===== src/rtl/bht_pkg.sv =====
// Shared types for the speculative branch history tracker.
package bht_pkg;

    // Tracker control state: normal operation, or rolling the table back
    // after a mispredict.
    typedef enum logic {
        IDLE   = 1'b0,
        REPAIR = 1'b1
    } bht_state_e;

endpackage : bht_pkg


===== src/rtl/bht_ckpt_fifo.sv =====
// Circular checkpoint buffer for in-flight branches. It supports push at the
// tail, pop at the head, and a full clear. The head can be read, and any slot
// can be read at rd_ptr for the repair walk.
module bht_ckpt_fifo #(
    parameter int WIDTH = 13,
    parameter int DEPTH = 4
) (
    input  logic                       clk,
    input  logic                       reset,
    input  logic                       push,
    input  logic [WIDTH-1:0]           push_data,
    input  logic                       pop,
    input  logic                       clear,
    input  logic [$clog2(DEPTH)-1:0]   rd_ptr,
    output logic [WIDTH-1:0]           rd_data,
    output logic [WIDTH-1:0]           head_data,
    output logic [$clog2(DEPTH)-1:0]   head_ptr,
    output logic [$clog2(DEPTH)-1:0]   tail_ptr,
    output logic [$clog2(DEPTH):0]     count
);

    localparam int PW = $clog2(DEPTH) + 1;

    logic [WIDTH-1:0] mem [DEPTH];

    // Write the checkpoint slot at the tail.
    // NOTE: storage has no reset; a slot is only read while it lies between
    // head and tail, and it is always written before it gets there.
    always_ff @(posedge clk) begin
        if (push) begin
            mem[tail_ptr] <= push_data;
        end
    end

    // Pointer and occupancy bookkeeping. DEPTH is a power of two, so the
    // pointers wrap on their own.
    // NOTE: sequential state uses non-blocking assignments only. All flops
    // then see pre-edge values regardless of block ordering.
    always_ff @(posedge clk or negedge reset) begin
        if (!reset) begin
            head_ptr <= '0;
            tail_ptr <= '0;
            count    <= '0;
        end else if (clear) begin
            head_ptr <= '0;
            tail_ptr <= '0;
            count    <= '0;
        end else begin
            if (push) tail_ptr <= tail_ptr + 1'b1;
            if (pop)  head_ptr <= head_ptr + 1'b1;
            count <= count + PW'(push) - PW'(pop);
        end
    end

    assign rd_data   = mem[rd_ptr];
    assign head_data = mem[head_ptr];

endmodule : bht_ckpt_fifo


===== src/rtl/spec_bht.sv =====
// Speculative branch history tracker. Predicted outcomes are shifted into the
// history table when they are predicted. A checkpoint FIFO remembers each
// branch's prior history. Branches resolve oldest-first. A mispredict rewinds
// the table by walking the FIFO from youngest to oldest. The walk then
// reapplies the oldest branch with its actual direction.
module spec_bht
    import bht_pkg::*;
#(
    parameter int IWIDTH = 6,
    parameter int HWIDTH = 6,
    parameter int DEPTH  = 4,
    parameter int GLOBAL = 0
) (
    input  logic                     clk,
    input  logic                     reset,
    input  logic                     en,
    input  logic [IWIDTH-1:0]        index,
    output logic [HWIDTH-1:0]        out,
    input  logic                     spec_valid,
    input  logic [IWIDTH-1:0]        spec_index,
    input  logic                     spec_taken,
    output logic                     spec_ready,
    input  logic                     res_valid,
    input  logic                     res_taken,
    output logic                     res_ready,
    output logic                     res_mispredict,
    output logic                     busy,
    output logic [$clog2(DEPTH):0]   pending
);

    localparam int AW      = $clog2(DEPTH);
    localparam int PW      = AW + 1;
    localparam int ENTRIES = 2 ** IWIDTH;
    localparam int EW      = IWIDTH + HWIDTH + 1;

    typedef struct packed {
        logic [IWIDTH-1:0] index;
        logic [HWIDTH-1:0] old;
        logic              taken;
    } ckpt_t;

    // In global mode every access goes to entry 0. The remaining entries
    // never leave reset and drop out as constants.
    function automatic logic [IWIDTH-1:0] eff(input logic [IWIDTH-1:0] i);
        return (GLOBAL != 0) ? '0 : i;
    endfunction

    logic [HWIDTH-1:0] tbl [ENTRIES];

    bht_state_e        state, state_next;
    logic [AW-1:0]     ptr, ptr_next;
    logic              dir, dir_next;

    ckpt_t             push_e, head_e, rd_e;
    logic [AW-1:0]     head_ptr, tail_ptr;
    logic [PW-1:0]     count;
    logic [HWIDTH-1:0] spec_old;

    logic push_acc, res_acc, pop, clear, repair_step, at_head;

    assign spec_old = tbl[eff(spec_index)];
    assign push_e   = '{index: spec_index, old: spec_old, taken: spec_taken};

    // Readiness depends only on registered state, so a same-cycle pop can
    // never open a slot for a push.
    assign spec_ready     = en && (state == IDLE) && (count != PW'(DEPTH));
    assign res_ready      = en && (state == IDLE) && (count != '0);
    assign push_acc       = spec_valid && spec_ready;
    assign res_acc        = res_valid && res_ready;
    assign res_mispredict = res_acc && (res_taken != head_e.taken);
    assign pop            = res_acc && !res_mispredict;

    assign repair_step = en && (state == REPAIR);
    assign at_head     = (ptr == head_ptr);
    assign clear       = repair_step && at_head;

    assign busy    = (state == REPAIR);
    assign pending = count;
    assign out     = tbl[eff(index)];

    bht_ckpt_fifo #(
        .WIDTH (EW),
        .DEPTH (DEPTH)
    ) u_fifo (
        .clk       (clk),
        .reset     (reset),
        .push      (push_acc),
        .push_data (push_e),
        .pop       (pop),
        .clear     (clear),
        .rd_ptr    (ptr),
        .rd_data   (rd_e),
        .head_data (head_e),
        .head_ptr  (head_ptr),
        .tail_ptr  (tail_ptr),
        .count     (count)
    );

    // Next-state logic: enter REPAIR on a mispredict and walk back to the head.
    // NOTE: every variable gets a default before the case, so no path leaves
    // one unassigned and no latch is inferred.
    always_comb begin
        state_next = state;
        ptr_next   = ptr;
        dir_next   = dir;
        case (state)
            IDLE: begin
                if (res_mispredict) begin
                    state_next = REPAIR;
                    // A push accepted at the same edge becomes the youngest
                    // entry, so the walk starts at the old tail slot.
                    ptr_next   = push_acc ? tail_ptr : tail_ptr - 1'b1;
                    dir_next   = res_taken;
                end
            end
            REPAIR: begin
                if (at_head) state_next = IDLE;
                else         ptr_next   = ptr - 1'b1;
            end
            default: state_next = IDLE;
        endcase
    end

    // Control state register; en=0 freezes the walk in place.
    always_ff @(posedge clk or negedge reset) begin
        if (!reset) begin
            state <= IDLE;
            ptr   <= '0;
            dir   <= 1'b0;
        end else if (en) begin
            state <= state_next;
            ptr   <= ptr_next;
            dir   <= dir_next;
        end
    end

    // History table: a speculative shift on push, or one restore per repair
    // step. The walk restores youngest-first, so aliased entries end at the
    // oldest saved value. The head is then shifted with the actual direction.
    // Pushes only occur in IDLE and repairs only in REPAIR, so one write port
    // suffices.
    always_ff @(posedge clk or negedge reset) begin
        if (!reset) begin
            for (int i = 0; i < ENTRIES; i++) tbl[i] <= '0;
        end else if (push_acc) begin
            tbl[eff(spec_index)] <= {spec_old[HWIDTH-2:0], spec_taken};
        end else if (repair_step) begin
            tbl[eff(rd_e.index)] <= at_head ? {rd_e.old[HWIDTH-2:0], dir} : rd_e.old;
        end
    end

endmodule : spec_bht


===== config.mk =====
export PLATFORM = sky130hd
export DESIGN_NAME = spec_bht
export DESIGN_NICKNAME = d
export VERILOG_FILES = /design/src/rtl/bht_pkg.sv /design/src/rtl/bht_ckpt_fifo.sv /design/src/rtl/spec_bht.sv
export SDC_FILE = /design/constraint.sdc
export NUM_CORES = 1
export LEC_CHECK = 0
export CAP_MARGIN = 20
export CORE_MARGIN = 3
export CORE_UTILIZATION = 35
export CTS_CLUSTER_DIAMETER = 120
export DETAILED_ROUTE_END_ITERATION = 10
export PLACE_DENSITY_LB_ADDON = 0.12
export SETUP_SLACK_MARGIN = 0.5
export SYNTH_ARGS = -nofsm -noshare
export SYNTH_HDL_FRONTEND = slang
export SYNTH_HIERARCHICAL = 1
export SYNTH_SLANG_ARGS = --single-unit

===== constraint.sdc =====
create_clock -name clk -period 6.4 [get_ports clk]
set_input_delay 0.96 -clock clk [delete_from_list [all_inputs] [get_ports clk]]
set_output_delay 0.96 -clock clk [all_outputs]
set_load 0.01 [all_outputs]

Yosys cells after proc, flatten, opt, wreduce, memory -nomap -nowiden --
Memory sizes are Yosys's and may differ from the RTL's. Cells that the tools add are included.
Word-level totals: bits in registers 395, bits in writable memories 52, input bits 19, output and inout bits 13, logic and storage cells 138, memories 1
Cells by class: add/subtract/negate cells 6, $lt $le $gt $ge 5, equal/unequal tests 5, muxes and demuxes 29, bitwise operators 4, reduce and logical (&&, ||, !) cells 18
Memory list:
- u_fifo.mem | words 4, bits a word 13, read ports 2, clocked after memory_dff 0, wr ports 1, RTL line bht_ckpt_fifo.sv:24 | logic [WIDTH-1:0] mem [DEPTH];
Operators with widths (count):
- 384-bit bitwise mux | 2
- 384-bit two-way mux | 2
- 6-bit binary-select mux with 6-bit select | 2
- 6-bit demux with 6-bit select | 2
- 6-bit two-way mux | 7
- 7-bit >= comparator, second input constant | 3
- 6-bit NOT with 7-bit output | 3
- 7-bit by 1-bit less-than comparator with 1-bit output, second input constant | 2
- 2-bit two-way mux | 7
- 1-bit logical AND | 11
- 3-bit AND reduction | 2
- 2-bit nonzero test | 3
- 2-bit by 1-bit adder with 2-bit output, second input constant | 2
- 1-bit two-way mux | 4
- 2-bit != test, second input constant | 2
- 2-bit case mux with 2 select lines | 1
- 2-bit by 1-bit subtractor with 2-bit output, second input constant | 2
- 3-bit by 1-bit adder with 3-bit output | 1
- 3-bit two-way mux | 1
- 3-bit != test, second input constant | 1
- 3-bit nonzero test | 1
- 3-bit by 1-bit subtractor with 3-bit output | 1
- 2-bit == test | 1
- 1-bit case mux with 2 select lines | 1
- 3 further kinds | 3

Longest topological paths before layout --
Gate-level depths: netlist of run 1.
depth after elaboration 9, gate-level depth with buffers 13, mapped depth without buffers 10

Hierarchy --
Netlist of run 1, hierarchy kept.
By module, submodules not included:
- spec_bht | times used 1, cells an instance 2281, area each 23882.9 sq um, seq. area each 9709.3 sq um
- bht_ckpt_fifo | times used 1, cells an instance 119, area each 2633.8 sq um, seq. area each 1736.7 sq um

Least setup slack after synthesis of run 1 --
OpenSTA, ideal clock, no wires.
path type input to output, start point input port index[1], end point output port out[0], arrival 3.049 ns, required time 5.440 ns, setup slack 2.391 ns, cell stages on the path 8, buffers on the path 3, path through clkbuf_1 -> clkbuf_1 -> clkbuf_1 -> mux4_2 -> mux4_2 -> mux2_2 -> nand2_1 -> o21ai_0
Between the ends: longest elaborated chain between the ends 4
RTL lines:
- from (decl) | RTL line spec_bht.sv:17 | input logic [IWIDTH-1:0] index,
- 6-bit NOT with 7-bit output (not written as such) | RTL line spec_bht.sv:79 | assign out = tbl[eff(index)];
- 6-bit binary-select mux with 6-bit select | RTL line spec_bht.sv:79
- 6-bit two-way mux (not written as such) (2 in series) | RTL line spec_bht.sv:79
- to (decl) | RTL line spec_bht.sv:18 | output logic [HWIDTH-1:0] out,
Every way passes these cells. The select of a mux whose other input is x is not followed.

Worst setup path after layout of run 1 --
start point input port index[0], end point output port out[2]
The elaborated chain is that of the path after synthesis.

==> results of run 1 <==
==> layer usage <==
metal	vias up	track usage [%]
li1	9386	-
met4	12	16.7
met1	12300	43.1
met5	-	0
met3	389	7.85
met2	1604	48.9
==> through the flow <==
step / util, % / setup slack, ns / power, W
finish: 39.5 / 1.33 / 0.0123
global route: 39.5 / 1.22 / 0.0126
CTS: 39.4 / 1.33 / 0.0122
detailed placement: 37.0 / 1.33 / 0.00900
global placement: 37.0 / 1.33 / 0.00895
floorplan: - / 2.39 / 0.00671
==> registers in the layout, indices dropped and copies added, names as in the netlist <==
register / flops
busy: 1
dir: 1
ptr: 2
tbl: 384
u_fifo/count: 3
u_fifo/head_ptr: 2
u_fifo/mem: 52
u_fifo/tail_ptr: 2
==> area by class of cell <==
class / count / area, um^2
sequential: 447 / 11400
fill: 7156 / 44500
tap: 959 / 1200
clock inverter: 18 / 231
clock buffer: 78 / 1540
antenna: 1 / 2.50
inverter: 40 / 150
multi-input combinational: 1692 / 13400
timing repair buffer: 116 / 1040
==> power breakdown <==
group	switching [W]	total [W]	internal (W)	leakage, nW
Combinational	0.00326	0.00470	0.00143	4.32
Sequential	0.000874	0.00440	0.00353	5.75
Clock	0.00131	0.00317	0.00186	0.875
==> critical path, stage by stage <==
cell and delay, ns:
buf_6 0.52, buf_4 0.36, mux4_2 0.52, mux4_2 0.57, mux4_2 0.59, clkdlybuf4s50_1 0.53
==> cells in the final DEF (no fill, tap or decap), types with 6 or more instances in the layout <==
cell,instances
a22oi_1,400
dfrtp_1,395
nor2_1,167
o21ai_1,162
mux4_2,152
o21ai_0,129
nand2_1,127
a21oi_1,89
o21ai_2,88
buf_4,78
clkbuf_16,54
edfxtp_1,52
mux2i_1,45
a221oi_1,43
inv_1,33
o22ai_1,32
nand3_1,25
clkdlybuf4s50_1,23
nor3_1,21
mux2_2,20
clkbuf_1,14
clkbuf_8,10
or3_1,9
buf_12,9
a31oi_1,8
and3_1,8
and2_1,8
clkinv_2,8
inv_2,7
nand3b_1,7
a22o_1,7
nor2_2,7
a221o_1,7
a211oi_1,7
o221ai_1,6
a2bb2oi_1,6
ha_1,6
==> path summary, 6_finish.rpt <==
check	endpoint	slack (ns)	cells past startpoint
worst max-delay path	out[2]	1.33	6
worst min-delay path	tbl[368]	0.37	1
worst max register to register	tbl[238]	2.15	8
worst min register to register	tbl[30]	0.49	2
max in group asynchronous	tbl[45]	4.56	2
min in group clk	tbl[30]	0.49	2
==> flow_summary.json, run 1 <==
{
  "power.density_nw_per_um2": 422,
  "drive_gt1_share_pct": 20.2,
  "syn_area_um2": 26200,
  "critical_path_class": "input port to primary output",
  "r2r-start": "ptr[1]",
  "critPathRequiredTime_ns": 5.44,
  "antenna_found_initial": 5,
  "start_util_pct": 35.6,
  "ios": 32,
  "dr_wl_met2_um": 56600,
  "wire_per_inst_um": 38.2,
  "synth_fp_nets": 2413,
  "cts_resized": 0,
  "period_share_pct": 79.2,
  "cts_tree": "built",
  "fin_hold_ws_ns": 0.375,
  "area_growth_pct": 10.8,
  "cts_max_path_buffers": 3,
  "ctsHoldBuffers": 0,
  "p_leak_nw": 10.9,
  "grt_setup_unrepaired": "no",
  "crit_path_start": "index[0]",
  "ir_drop_mv": 0.387,
  "arrival_ns": 4.11,
  "cts_num_sinks": 447,
  "routed_wirelength_um": 128000,
  "ant_nets": 0,
  "cts_max_level": 2,
  "met3WireLength_um": 12900,
  "grt_max_degree": 162,
  "cts.clk_slew.worst_paths_ns": 0.06,
  "die_w_um": 280,
  "port_buffers": 31,
  "dp_cells": 3253,
  "grt_overflow": 0,
  "min_path_type": "input port to asynchronous set/reset pin",
  "maxSlewHeadroom_pct": 17.1,
  "clock_skew_ns": 0.0327,
  "crit_path_max_fanout": 48,
  "worst_pin_slew_ns": 1.24,
  "stdcell_count": 3351,
  "maxUsedRoutingLayer": "met5",
  "crit_path_start_kind": "input port",
  "postSynthCellCount": 2387,
  "clock_latency_ns": 0.64,
  "fp-row-count": 99,
  "cap_violations": 0,
  "finalSetupTns_ns": 0,
  "die_h_um": 280,
  "cts-buffers-inserted": 54,
  "post_dp_cell_area_um2": 27200,
  "setup_viol": 0,
  "fin_crit_ns": 5.07,
  "routed-via-count": 23700,
  "hpwl_um": 86600,
  "worstSetupEndpointType": "primary output",
  "grt_pass1_wl_um": 181000,
  "root_buffer": "clkbuf_16",
  "finalInstanceArea_um2": 29000,
  "core_area_um2": 73600,
  "grt_use_total_pct": 32.3,
  "cts_setup_buffers": 0,
  "synth_area_per_cell_um2": 11.0,
  "first_pass_iters": 6,
  "drc": 0,
  "fmax_ghz": 0.197,
  "place_congestion": 1.01,
  "grt_pass1_vias": 22600,
  "m1WireLength_um": 50600,
  "hold_viol": 0,
  "drtIter0Drc": 3414,
  "status": "completed",
  "ys_warn_count": 6,
  "fin_nets": 2377,
  "viasPerCell": 7.08,
  "final_max_slew_viol_count": 0,
  "die-area_um2": 78200
}
Power figures use the tool's default switching activity.
==> inputs of run 2 (changes only) <==
==> constraint.sdc (replaced) <==
create_clock -name clk -period 4.7 [get_ports clk]
set_input_delay 0.705 -clock clk [delete_from_list [all_inputs] [get_ports clk]]
set_output_delay 0.705 -clock clk [all_outputs]
set_load 0.01 [all_outputs]
==> flow_summary.json, run 2 (synthesis gave the netlist of run 1 again) <==
{
  "status": "completed",
  "area_growth_pct": 13.3,
  "crit_path_end": "out[4]",
  "arrival_ns": 3.46,
  "clock_latency_ns": 0.63,
  "r2r-start": "ptr[0]",
  "largest_register": "tbl",
  "cts_setup_buffers": 0,
  "cts_max_level": 2,
  "die-area_um2": 78200,
  "ios": 32,
  "crit_path_start_kind": "input port",
  "finalInstanceArea_um2": 29700,
  "dp_slack_ns": 0.564,
  "grt_max_degree": 104,
  "crit_path_start": "index[0]",
  "dp_cells": 3329,
  "path_cells": "buf_6, buf_16, mux4_2, mux4_2, mux2_2, nand2_1, o21ai_0, clkdlybuf4s50_1",
  "viasPerCell": 7.00,
  "p_switching_w": 0.00741,
  "stdcell_count": 3426,
  "worstSetupEndpointType": "primary output",
  "cts.clk_slew.worst_paths_ns": 0.06,
  "cts_tree": "built",
  "cts-buffers-inserted": 53,
  "worst_slack_ns": 0.536,
  "final_max_slew_viol_count": 0,
  "cts_max_path_buffers": 3,
  "first_pass_iters": 7,
  "pwr-share-clk_pct": 24.8,
  "power.density_nw_per_um2": 561,
  "hpwl_um": 91100,
  "nFillCells": 7158,
  "worst_pin_slew_ns": 1.16,
  "grt_pass1_vias": 22800,
  "cts_resized": 0,
  "wire_per_inst_um": 37.6,
  "largest_reg_flops": 384,
  "place_congestion": 1.02,
  "critPathRequiredTime_ns": 3.99,
  "start_util_pct": 35.6,
  "timing.rr.end": "tbl[133]",
  "grt_pass1_wl_um": 182000,
  "grt_overflow": 0,
  "die_w_um": 280,
  "seq_power_share_pct": 36.7,
  "slowest_stage": "mux4_2",
  "fin_crit_ns": 4.16,
  "ir_drop_mv": 0.688,
  "clock_skew_ns": 0.0285,
  "core_area_um2": 73600,
  "fmax_ghz": 0.240,
  "final_common_cell": "a22oi_1",
  "drtIter0Drc": 3492,
  "port_buffers": 31,
  "drive_gt1_share_pct": 22.6,
  "crit_path_max_fanout": 46,
  "min_path_type": "input port to asynchronous set/reset pin",
  "period_share_pct": 88.6,
  "routed_wirelength_um": 129000,
  "crit_path_max_incr_delay_ns": 0.56,
  "fin_hold_ws_ns": 0.171,
  "post_dp_cell_area_um2": 28000,
  "rrSetupSlack_ns": 1.15,
  "antennaDiodeCount": 0,
  "drc": 0,
  "top_regs": "tbl x384, u_fifo/mem x52, u_fifo/count x3",
  "antenna_found_initial": 1,
  "grt_use_total_pct": 32.5,
  "grt_setup_unrepaired": "no",
  "critPathMostFrequentCell": "mux4_2",
  "pwr-share-comb_pct": 38.5,
  "p_leak_nw": 11.4,
  "swShare_pct": 44.5,
  "final_cell_mix": "a22oi_1 (400), dfrtp_1 (395), nor2_1 (168)",
  "critical_path_class": "input port to primary output",
  "rr_worst_depth": 7,
  "maxSlewHeadroom_pct": 22.6,
  "p_int_w": 0.00924,
  "die_h_um": 280,
  "hold_viol": 0,
  "setup_viol": 0,
  "fp-row-count": 99,
  "finalSetupTns_ns": 0,
  "routed-via-count": 24000,
  "root_buffer": "clkbuf_16",
  "ant_nets": 0,
  "cap_violations": 0,
  "fin_nets": 2451,
  "ctsHoldBuffers": 0,
  "cts_num_sinks": 447
}
-- run 2: changes by cell type in the layout (fill, tap and decap cells not counted), sizes merged --
cell / change
buf: +75
bufinv: -3
clkbuf: -4
clkinv: +5
clkinvlp: +1
diode: -1
inv: +2
-- run 2: worst min-delay path by stage --
stage                     slack, ns       end
after floorplan                0.41      busy
after global placement         0.51  tbl[330]
after detailed placement       0.52   tbl[42]
after CTS                      0.19  tbl[307]
after global routing           0.23  tbl[307]
final                          0.17  tbl[307]
-- run 2: power groups by stage --
stage / registers, W / clock network [W] / logic [W]
after floorplan: 0.00535 / 0 / 0.00379
after global placement: 0.00610 / 0 / 0.00622
after detailed placement: 0.00608 / 0 / 0.00628
after CTS: 0.00603 / 0.00420 / 0.00629
after global routing: 0.00611 / 0.00436 / 0.00664
final: 0.00611 / 0.00413 / 0.00640
-- run 2: per-layer routing --
| layer | GRT usage [%] | vias to the layer above | share of wire, % |
|---|---|---|---|
| li1 | - | 9505 | - |
| met3 | 5.71 | 377 | 9.5 |
| met1 | 43.9 | 12500 | 39 |
| met2 | 50.1 | 1614 | 44 |
| met5 | 0 | - | 0 |
| met4 | 16.9 | 0 | 6.6 |
-- run 2: worst max-delay path, delay by kind of cell --
kind | cells | cell delay [ns]
compound gates | 1 | 0.19
buf+inv | 3 | 0.99
mux | 3 | 1.43
simple gates | 1 | 0.10
-- run 2: through the flow --
step,util (%),total power (W)
floorplan,-,0.00914
global placement,38.0,0.0123
detailed placement,38.0,0.0124
CTS,40.3,0.0165
global route,40.3,0.0171
finish,40.3,0.0167
-- run 2: final cells by class --
cell class	instances	area (um^2)	share of cell area, %
Timing Repair Buffer	191	1750	5.90
Multi-Input combinational cell	1692	13400	45.2
Tap cell	959	1200	4.04
Clock inverter	23	203	0.683
Inverter	40	150	0.506
Clock buffer	74	1520	5.10
Sequential cell	447	11400	38.6
